==> src/rtl/alu_bist_driver.sv <==
// Built-in self-test sequencer for a combinational 32-bit ALU: drives directed and
// LFSR operand pairs for every funct code, checks each result, and reports the first failure.
module alu_bist_driver #(
    parameter int          NUM_VEC = 16,
    parameter logic [31:0] SEED    = 32'hACE12468
) (
    input  logic        clk,
    input  logic        rst,
    input  logic        start,
    input  logic [31:0] alu_out,
    input  logic        zero,
    output logic [31:0] data1,
    output logic [31:0] data2,
    output logic [2:0]  funct,
    output logic        busy,
    output logic        done,
    output logic        pass,
    output logic [7:0]  err_count,
    output logic [2:0]  fail_funct,
    output logic [7:0]  fail_idx
);

    localparam int                DATA_W   = 32;
    localparam logic [7:0]        LAST_IDX = 8'(NUM_VEC - 1);
    localparam logic [DATA_W-1:0] MIX      = 32'h5A5A5A5A;

    typedef enum logic [1:0] {IDLE, DRIVE, SAMPLE, DONE} state_t;

    state_t            state;
    logic [DATA_W-1:0] lfsr;
    logic [7:0]        idx;

    function automatic logic [DATA_W-1:0] lfsr_step(input logic [DATA_W-1:0] s);
        return {s[30:0], s[31] ^ s[21] ^ s[1] ^ s[0]};
    endfunction

    function automatic logic [DATA_W-1:0] alu_expect(input logic [2:0]        f,
                                                     input logic [DATA_W-1:0] a,
                                                     input logic [DATA_W-1:0] b);
        logic signed [DATA_W-1:0] sa;
        logic signed [DATA_W-1:0] sb;
        logic        [DATA_W-1:0] r;
        sa = a;
        sb = b;
        case (f)
            3'b000:  r = a & b;
            3'b001:  r = a | b;
            3'b010:  r = a + b;
            3'b011:  r = a ^ b;
            3'b100:  r = ~(a | b);
            3'b101:  r = (a < b) ? 32'd1 : 32'd0;
            3'b110:  r = a - b;
            default: r = (sa < sb) ? 32'd1 : 32'd0;
        endcase
        return r;
    endfunction

    function automatic logic [7:0] sat_inc(input logic [7:0] c);
        return (c == 8'hFF) ? c : c + 8'd1;
    endfunction

    logic [DATA_W-1:0] exp_res;
    logic [DATA_W-1:0] vec_a;
    logic [DATA_W-1:0] vec_b;
    logic              mismatch;
    logic              idx_wrap;
    logic              last_vec;
    logic              rand_vec;
    logic [7:0]        err_next;
    logic [7:0]        nxt_idx;
    logic [7:0]        sel_idx;
    logic [2:0]        nxt_funct;

    always_comb begin
        exp_res   = alu_expect(funct, data1, data2);
        mismatch  = (alu_out != exp_res) || (zero != (exp_res == '0));
        err_next  = mismatch ? sat_inc(err_count) : err_count;
        idx_wrap  = (idx == LAST_IDX);
        last_vec  = idx_wrap && (funct == 3'b111);
        nxt_idx   = idx_wrap ? 8'd0 : idx + 8'd1;
        nxt_funct = idx_wrap ? funct + 3'd1 : funct;
        // Index of the vector loaded on the next entry to DRIVE (index 0 when a pass starts)
        sel_idx   = (state == SAMPLE) ? nxt_idx : 8'd0;
        rand_vec  = (sel_idx >= 8'd4);
        case (sel_idx)
            8'd0: begin
                vec_a = 32'h00000000;
                vec_b = 32'h00000000;
            end
            8'd1: begin
                vec_a = 32'hFFFFFFFF;
                vec_b = 32'h00000001;
            end
            8'd2: begin
                vec_a = 32'h7FFFFFFF;
                vec_b = 32'h7FFFFFFF;
            end
            8'd3: begin
                vec_a = 32'h80000000;
                vec_b = 32'hFFFFFFFF;
            end
            default: begin
                vec_a = lfsr;
                vec_b = {lfsr[15:0], lfsr[31:16]} ^ MIX;
            end
        endcase
    end

    always_ff @(posedge clk) begin
        if (rst) begin
            state      <= IDLE;
            lfsr       <= SEED;
            idx        <= 8'd0;
            data1      <= '0;
            data2      <= '0;
            funct      <= 3'd0;
            busy       <= 1'b0;
            done       <= 1'b0;
            pass       <= 1'b0;
            err_count  <= 8'd0;
            fail_funct <= 3'd0;
            fail_idx   <= 8'd0;
        end else begin
            case (state)
                IDLE, DONE: begin
                    if (start) begin
                        state      <= DRIVE;
                        lfsr       <= SEED;
                        idx        <= 8'd0;
                        funct      <= 3'd0;
                        data1      <= vec_a;
                        data2      <= vec_b;
                        busy       <= 1'b1;
                        done       <= 1'b0;
                        pass       <= 1'b0;
                        err_count  <= 8'd0;
                        fail_funct <= 3'd0;
                        fail_idx   <= 8'd0;
                    end
                end
                DRIVE: state <= SAMPLE;
                SAMPLE: begin
                    err_count <= err_next;
                    // err_count never returns to zero within a pass, so zero marks "no failure yet"
                    if (mismatch && (err_count == 8'd0)) begin
                        fail_funct <= funct;
                        fail_idx   <= idx;
                    end
                    if (last_vec) begin
                        state <= DONE;
                        busy  <= 1'b0;
                        done  <= 1'b1;
                        pass  <= (err_next == 8'd0);
                    end else begin
                        state <= DRIVE;
                        idx   <= nxt_idx;
                        funct <= nxt_funct;
                        data1 <= vec_a;
                        data2 <= vec_b;
                        if (rand_vec) begin
                            lfsr <= lfsr_step(lfsr);
                        end
                    end
                end
                default: state <= IDLE;
            endcase
        end
    end

endmodule

==> config.mk <==
export PLATFORM = sky130hd
export DESIGN_NAME = alu_bist_driver
export DESIGN_NICKNAME = d
export VERILOG_FILES = /design/src/rtl/alu_bist_driver.sv
export SDC_FILE = /design/constraint.sdc
export NUM_CORES = 1
export LEC_CHECK = 0
export CAP_MARGIN = 20
export CORE_UTILIZATION = 45
export DETAILED_ROUTE_END_ITERATION = 7
export DONT_BUFFER_PORTS = 1
export GPL_ROUTABILITY_DRIVEN = 1
export PLACE_DENSITY_LB_ADDON = 0.3
export SLEW_MARGIN = 15
export SYNTH_ARGS = -nofsm -noshare
export SYNTH_HDL_FRONTEND = slang
export SYNTH_SLANG_ARGS = --single-unit
==> constraint.sdc <==
create_clock -name clk -period 16 [get_ports clk]
set_clock_uncertainty 0.15 [all_clocks]
set_input_delay 1.6 -clock clk [delete_from_list [all_inputs] [get_ports clk]]
set_output_delay 1.6 -clock clk [all_outputs]
set_load 0.005 [all_outputs]
# ---- Word-level counts from Yosys, hierarchy flattened
# Index checks and enable logic that the tools add are counted.
dict set report word_totals {
  inputBits 36
  ff_bits 131
  wordCells 110
  out_inout_bits 89
}
dict set report op_classes {
  bitwise 8
  add_sub_neg 5
  n_reduce_logical 17
  eq_ne 23
  n_mux 42
  order_cmp 3
}
# op n
set ops {}
lappend ops {{case mux 32 bit (4 select lines)} 2}
lappend ops {{2-to-1 mux 32 bit} 7}
lappend ops {{case mux 32 bit (7 select lines)} 1}
lappend ops {{case mux 32 bit (2 select lines)} 3}
lappend ops {{< comparator 32 bit} 2}
lappend ops {{2-to-1 mux 8 bit} 7}
lappend ops {{case mux 8 bit (2 select lines)} 3}
lappend ops {{adder 32 bit} 1}
lappend ops {{AND 32 bit} 1}
lappend ops {{logical NOT 32 bit} 1}
lappend ops {{!= test 32 bit} 1}
lappend ops {{NOT 32 bit} 1}
lappend ops {{OR 32 bit} 1}
lappend ops {{subtractor 32 bit} 1}
lappend ops {{XOR 32 bit} 1}
lappend ops {{logical NOT 8 bit} 3}
lappend ops {{adder 8 x 1 -> 8 bit, second input constant} 2}
lappend ops {{== test 8 x 2 -> 1 bit, second input constant} 2}
lappend ops {{NOT 16 bit} 1}
lappend ops {{== test 3 bit, second input constant} 4}
lappend ops {{2-to-1 mux 3 bit} 4}
lappend ops {{case mux 3 bit (2 select lines)} 2}
lappend ops {{!= test 2 bit, second input constant} 5}
lappend ops {{AND reduction 3 bit} 3}
lappend ops {{24 further kinds} 39}

# ---- Logic depth before layout (Yosys ltp)
dict set report logic_depth {
  word_depth 10
  mapped_depth 21
}

# ---- Least setup slack after synthesis
# Ideal clock, no wire load.
dict set report synth_timing {
  path_kind {register to register}
  startpoint {register funct[2]}
  endpoint {register err_count[1]}
  slack_ps 10922
  path_buffers 6
  arrival_ps 4841
  setup_time_ps 87
  path_stages_with_launch 22
  cell_sequence {dfxtp_1 buf_2 inv_2 clkbuf_1 clkbuf_1 clkbuf_1 ha_1 inv_1 clkbuf_1 o21ai_0 nor4_1 nand4_1 nor4_1 nand4_1 or3_1 or3_1 or4_4 a41oi_4 nor2_2 buf_6 or4b_1 o31ai_1}
}
dict set report synth_via {
  elab_chain_cells 7
  elab_cells_between_ends 14
  cone_classes {eq/ne (8); mux (3); reduce/logical (3)}
}
# element line_no
set synth_lines {}
lappend synth_lines {{start: declaration} 14} ;# output logic [2:0] funct,
lappend synth_lines {{start signal: assignment} 157} ;# funct <= nxt_funct;
lappend synth_lines {{== test 3 bit, or another cell as far along} 45} ;# case (f)
lappend synth_lines {{case mux 32 bit (7 select lines) (*)} 45}
lappend synth_lines {{logical NOT 32 bit} 76} ;# mismatch = (alu_out != exp_res) || (zero != (exp_res == '0));
lappend synth_lines {{!= test 1 bit} 76}
lappend synth_lines {{logical OR 1 bit (*)} 76}
lappend synth_lines {{2-to-1 mux 8 bit (*)} 77} ;# err_next = mismatch ? sat_inc(err_count) : err_count;
lappend synth_lines {{case mux 8 bit (2 select lines) (*)} 124} ;# case (state)
lappend synth_lines {{end signal: assignment} 143} ;# err_count <= err_next;
lappend synth_lines {{end: declaration} 18} ;# output logic [7:0] err_count,
# Mark *: on every way between the ends. The rest lies on a longest branch, timed or not.
# A chain may end at the register's enable or synchronous reset.

# ---- Final worst setup path
dict set report layout_timing {
  startpoint {register funct[1]}
  endpoint {register pass}
}
dict set report layout_via {
  elab_chain_cells 9
  elab_cells_between_ends 20
  cone_classes {eq/ne (10); mux (4); reduce/logical (6)}
}
# element line_no
set layout_lines {}
lappend layout_lines {{== test 3 bit, or another cell as far along} 45}
lappend layout_lines {{case mux 32 bit (7 select lines)} 45}
lappend layout_lines {{logical NOT 32 bit} 76}
lappend layout_lines {{!= test 1 bit} 76}
lappend layout_lines {{logical OR 1 bit} 76}
lappend layout_lines {{2-to-1 mux 8 bit} 77}
lappend layout_lines {{logical NOT 8 bit} 153} ;# pass <= (err_next == 8'd0);
lappend layout_lines {{2-to-1 mux 1 bit} 149} ;# if (last_vec) begin
lappend layout_lines {{case mux 1 bit (2 select lines)} 124}
lappend layout_lines {{end signal: assignment} 153}
lappend layout_lines {{end: declaration} 17} ;# output logic pass,
# Several ways; a longest one is shown, not always the timed one. The select of a mux whose other input is x is not followed.

==> flow_summary.json <==
{
  "port_buffers": 0,
  "clock-sinks": 131,
  "clk_path_buf_depth": 2,
  "grt_pass1_wl_um": 70500,
  "cp-start-kind": "flop",
  "synth_edf_count": 0,
  "worstSetupEndpointType": "flop",
  "status": "finished clean",
  "worstHoldStart": "fail_idx[5]",
  "ir_drop_v": 0.0000953,
  "first_global_vias": 11518,
  "dp_worst_setup_slack_ns": 9.10,
  "p_int_mw": 1.14,
  "power_density_nw_per_um2": 197,
  "p_seq_share_pct": 21.5,
  "cts_inserted_buffers": 17,
  "clk_pin_slew_worst_paths_ns": 0.06,
  "rsz0062_at_grt": "no",
  "slew_viol_final": 0,
  "post-route-util_pct": 49.1,
  "r2r_slack_ns": 9.36,
  "cap_violations": 0,
  "power.leakage_nw": 4.47,
  "cts_setup_buffers": 0,
  "die_area_um2": 26600,
  "vias_per_cell": 6.76,
  "drtAntennaViolNets": 0,
  "ys.flop_type": "dfxtp_1",
  "start_util_pct": 46.1,
  "die_h_um": 163,
  "drive_gt1_share_pct": 4.35,
  "wl_um": 46400,
  "crit_chain": "inv_1 > ha_1 > inv_1 > o21ai_0 > a22o_1 > a311oi_1 > xnor2_1 > or4_1 > a2111o_1 > and4b_1 > nand4_1 > nor4_1 > nand3_1 > nor2_2 > mux2_1 > a22oi_1",
  "hold_path.class": "flop to flop",
  "ioPinCount": 125,
  "syn_to_final_growth_pct": 6.54,
  "clkLatencyLatePin_ns": 0.42,
  "synth.distinct_cells": 85,
  "hold_end": "fail_idx[5]",
  "timing.final.crit_share_pct": 41.5,
  "hold_buffers": 0,
  "slowest_delay_ns": 0.79,
  "setup_viol": 0,
  "grt_overflow_total": 0,
  "antenna_found_initial": 1,
  "worst_path_most_repeated_cell": "inv_1",
  "synth-seq-cells": 131,
  "cp.required_ns": 16.19,
  "layout_setup_ws_ns": 9.36,
  "ctsResizeCount": 0,
  "nets": 1674,
  "slew_headroom_pct": 23.9,
  "fmax_ghz": 0.151,
  "synth_warnings": 0,
  "sw_frac_of_total_pct": 53.5,
  "cts_root_buffer": "clkbuf_16",
  "critPathMaxFanout": 25,
  "clkPwrFrac_pct": 17.2,
  "syn_inst": 1606,
  "syn-cell-area_um2": 11700,
  "core_area_um2": 25300,
  "cp_slowest_cell": "inv_1",
  "reg2reg_depth": 16,
  "cts_tree": "done",
  "tightest_slew_ns": 1.14,
  "hold_violations": 0,
  "synth-seq-area-share_pct": 22.5,
  "diodes": 0,
  "avgSynthCellArea_um2": 7.26,
  "dp_hpwl_um": 34900,
  "p_switching_mw": 1.31,
  "async_flop_share_pct": 0,
  "criticalPathCategory": "flop to flop",
  "core.rowCount": 58,
  "gp_congestion": 1.01,
  "timing.rr.start": "funct[1]",
  "via_count": 12654,
  "fin_tns_setup_ns": 0,
  "die_w_um": 163,
  "min_path_cells": 2,
  "dr.pass1.iters": 7,
  "htreeDepth": 4,
  "comb_power_share_pct": 61.4,
  "r2r_end": "pass",
  "drcViolationCount": 0,
  "drt_iter0_drc": 1925,
  "fin_crit_ns": 6.64,
  "arrival_ns": 6.83,
  "avgRoutedWirePerCell_um": 24.8,
  "grt.total_usage_pct": 34.7,
  "grt_max_degree": 105,
  "syn_nets": 1751
}
cell usage after synthesis, types with 12 or more instances:
cell type / number / area [um2]
o211ai_1: 37 / 278
clkbuf_1: 97 / 364
inv_1: 111 / 417
dfxtp_1: 131 / 2620
ha_1: 107 / 1340
nand4_1: 19 / 119
or4_1: 14 / 105
a21o_1: 12 / 90.1
o31ai_1: 18 / 135
o21bai_1: 13 / 97.6
xnor2_1: 32 / 280
a21oi_1: 118 / 591
o21ai_0: 131 / 656
a22oi_1: 28 / 210
nor2_1: 128 / 480
nor3_1: 34 / 170
nand3_1: 34 / 170
nand2b_1: 16 / 100
a211oi_1: 16 / 120
nor4_1: 25 / 156
a221oi_1: 40 / 350
o22ai_1: 19 / 119
nor2b_1: 12 / 75.1
xor2_1: 18 / 158
nand2_1: 164 / 616
or3_1: 17 / 106
a31oi_1: 43 / 269
through the flow:
| stage | instances | area, um2 | hold slack, ns | power (mW) |
|---|---|---|---|---|
| 2_1_floorplan | 1606 | 11700 | 0.308 | 1.52 |
| 3_3_place_gp | 1839 | 11800 | 0.327 | 1.97 |
| 3_5_place_dp | 1839 | 11800 | 0.330 | 1.97 |
| 4_1_cts | 1871 | 12400 | 0.340 | 2.40 |
| 5_1_grt | 1872 | 12400 | 0.372 | 2.59 |
| 6_report | 1872 | 12400 | 0.343 | 2.45 |
worst max-delay path: cells and delay by family (launching register included):
family	cells	cell delay (ns)
AND/OR/NAND/NOR	6	2.53
AO/OA/AOI/OAI	5	1.59
buffers and inverters	2	0.92
flip-flops	1	0.45
adder cells (fa/ha/maj)	1	0.41
multiplexers	1	0.38
XOR/XNOR	1	0.11
state kept, by name (all words and copies together) (netlist names):
signal	cells
data1	32
data2	32
lfsr	32
err_count	8
fail_idx	8
idx	8
fail_funct	3
funct	3
state	2
busy	1
done	1
pass	1
routing by layer:
metal | vias up | global-route usage [%] | routed length [um]
li1 | 5757 | - | -
met1 | 6053 | 47.9 | 19300
met2 | 744 | 52.5 | 20200
met3 | 98 | 7.16 | 5160
met4 | 2 | 13.1 | 1690
met5 | - | 0 | 13
cell families after synthesis:
family / after synthesis / synth area share (%)
AOI/OAI and AO/OA: 580 / 33.1
xor gates and xnor gates: 50 / 3.75
adders and majority gates: 109 / 11.8
buffers and inverters: 224 / 7.36
DFF: 131 / 22.5
muxes: 14 / 1.24
and+or+nand+nor: 498 / 20.3
layout by cell type (no fill, tap or decap), types with 28 or more instances in the layout:
master	n
xnor2_1	32
ha_1	107
nand2_1	164
a221oi_1	40
a21oi_1	117
nor2_1	128
o211ai_1	37
inv_1	111
dfxtp_1	130
nor3_1	33
nand3_1	34
a22oi_1	28
a31oi_1	42
o21ai_0	130
worst max path at each step:
stage,startpoint,to,slack (ns)
after floorplan,funct[2],err_count[1],10.92
after global placement,funct[1],fail_idx[2],9.22
after detailed placement,funct[1],fail_funct[2],9.10
after CTS,funct[1],fail_funct[2],9.07
after global routing,funct[1],fail_idx[3],9.06
final,funct[1],pass,9.36
power groups by stage:
stage | logic, mW | clock network [mW] | registers [mW]
finish | 1.51 | 0.421 | 0.526
detailed placement | 1.44 | 0 | 0.532
CTS | 1.45 | 0.424 | 0.524
global route | 1.62 | 0.439 | 0.533
global placement | 1.44 | 0 | 0.530
floorplan | 1.05 | 0 | 0.470
cell type report:
class | count | area, um2
Fill cell | 2549 | 12900
Multi-Input combinational cell | 1251 | 8210
Sequential cell | 131 | 2620
Clock buffer | 21 | 460
Inverter | 113 | 424
Tap cell | 330 | 413
Clock inverter | 11 | 175
Timing Repair Buffer | 15 | 120
Note: power is estimated with default switching activity, not from simulation.
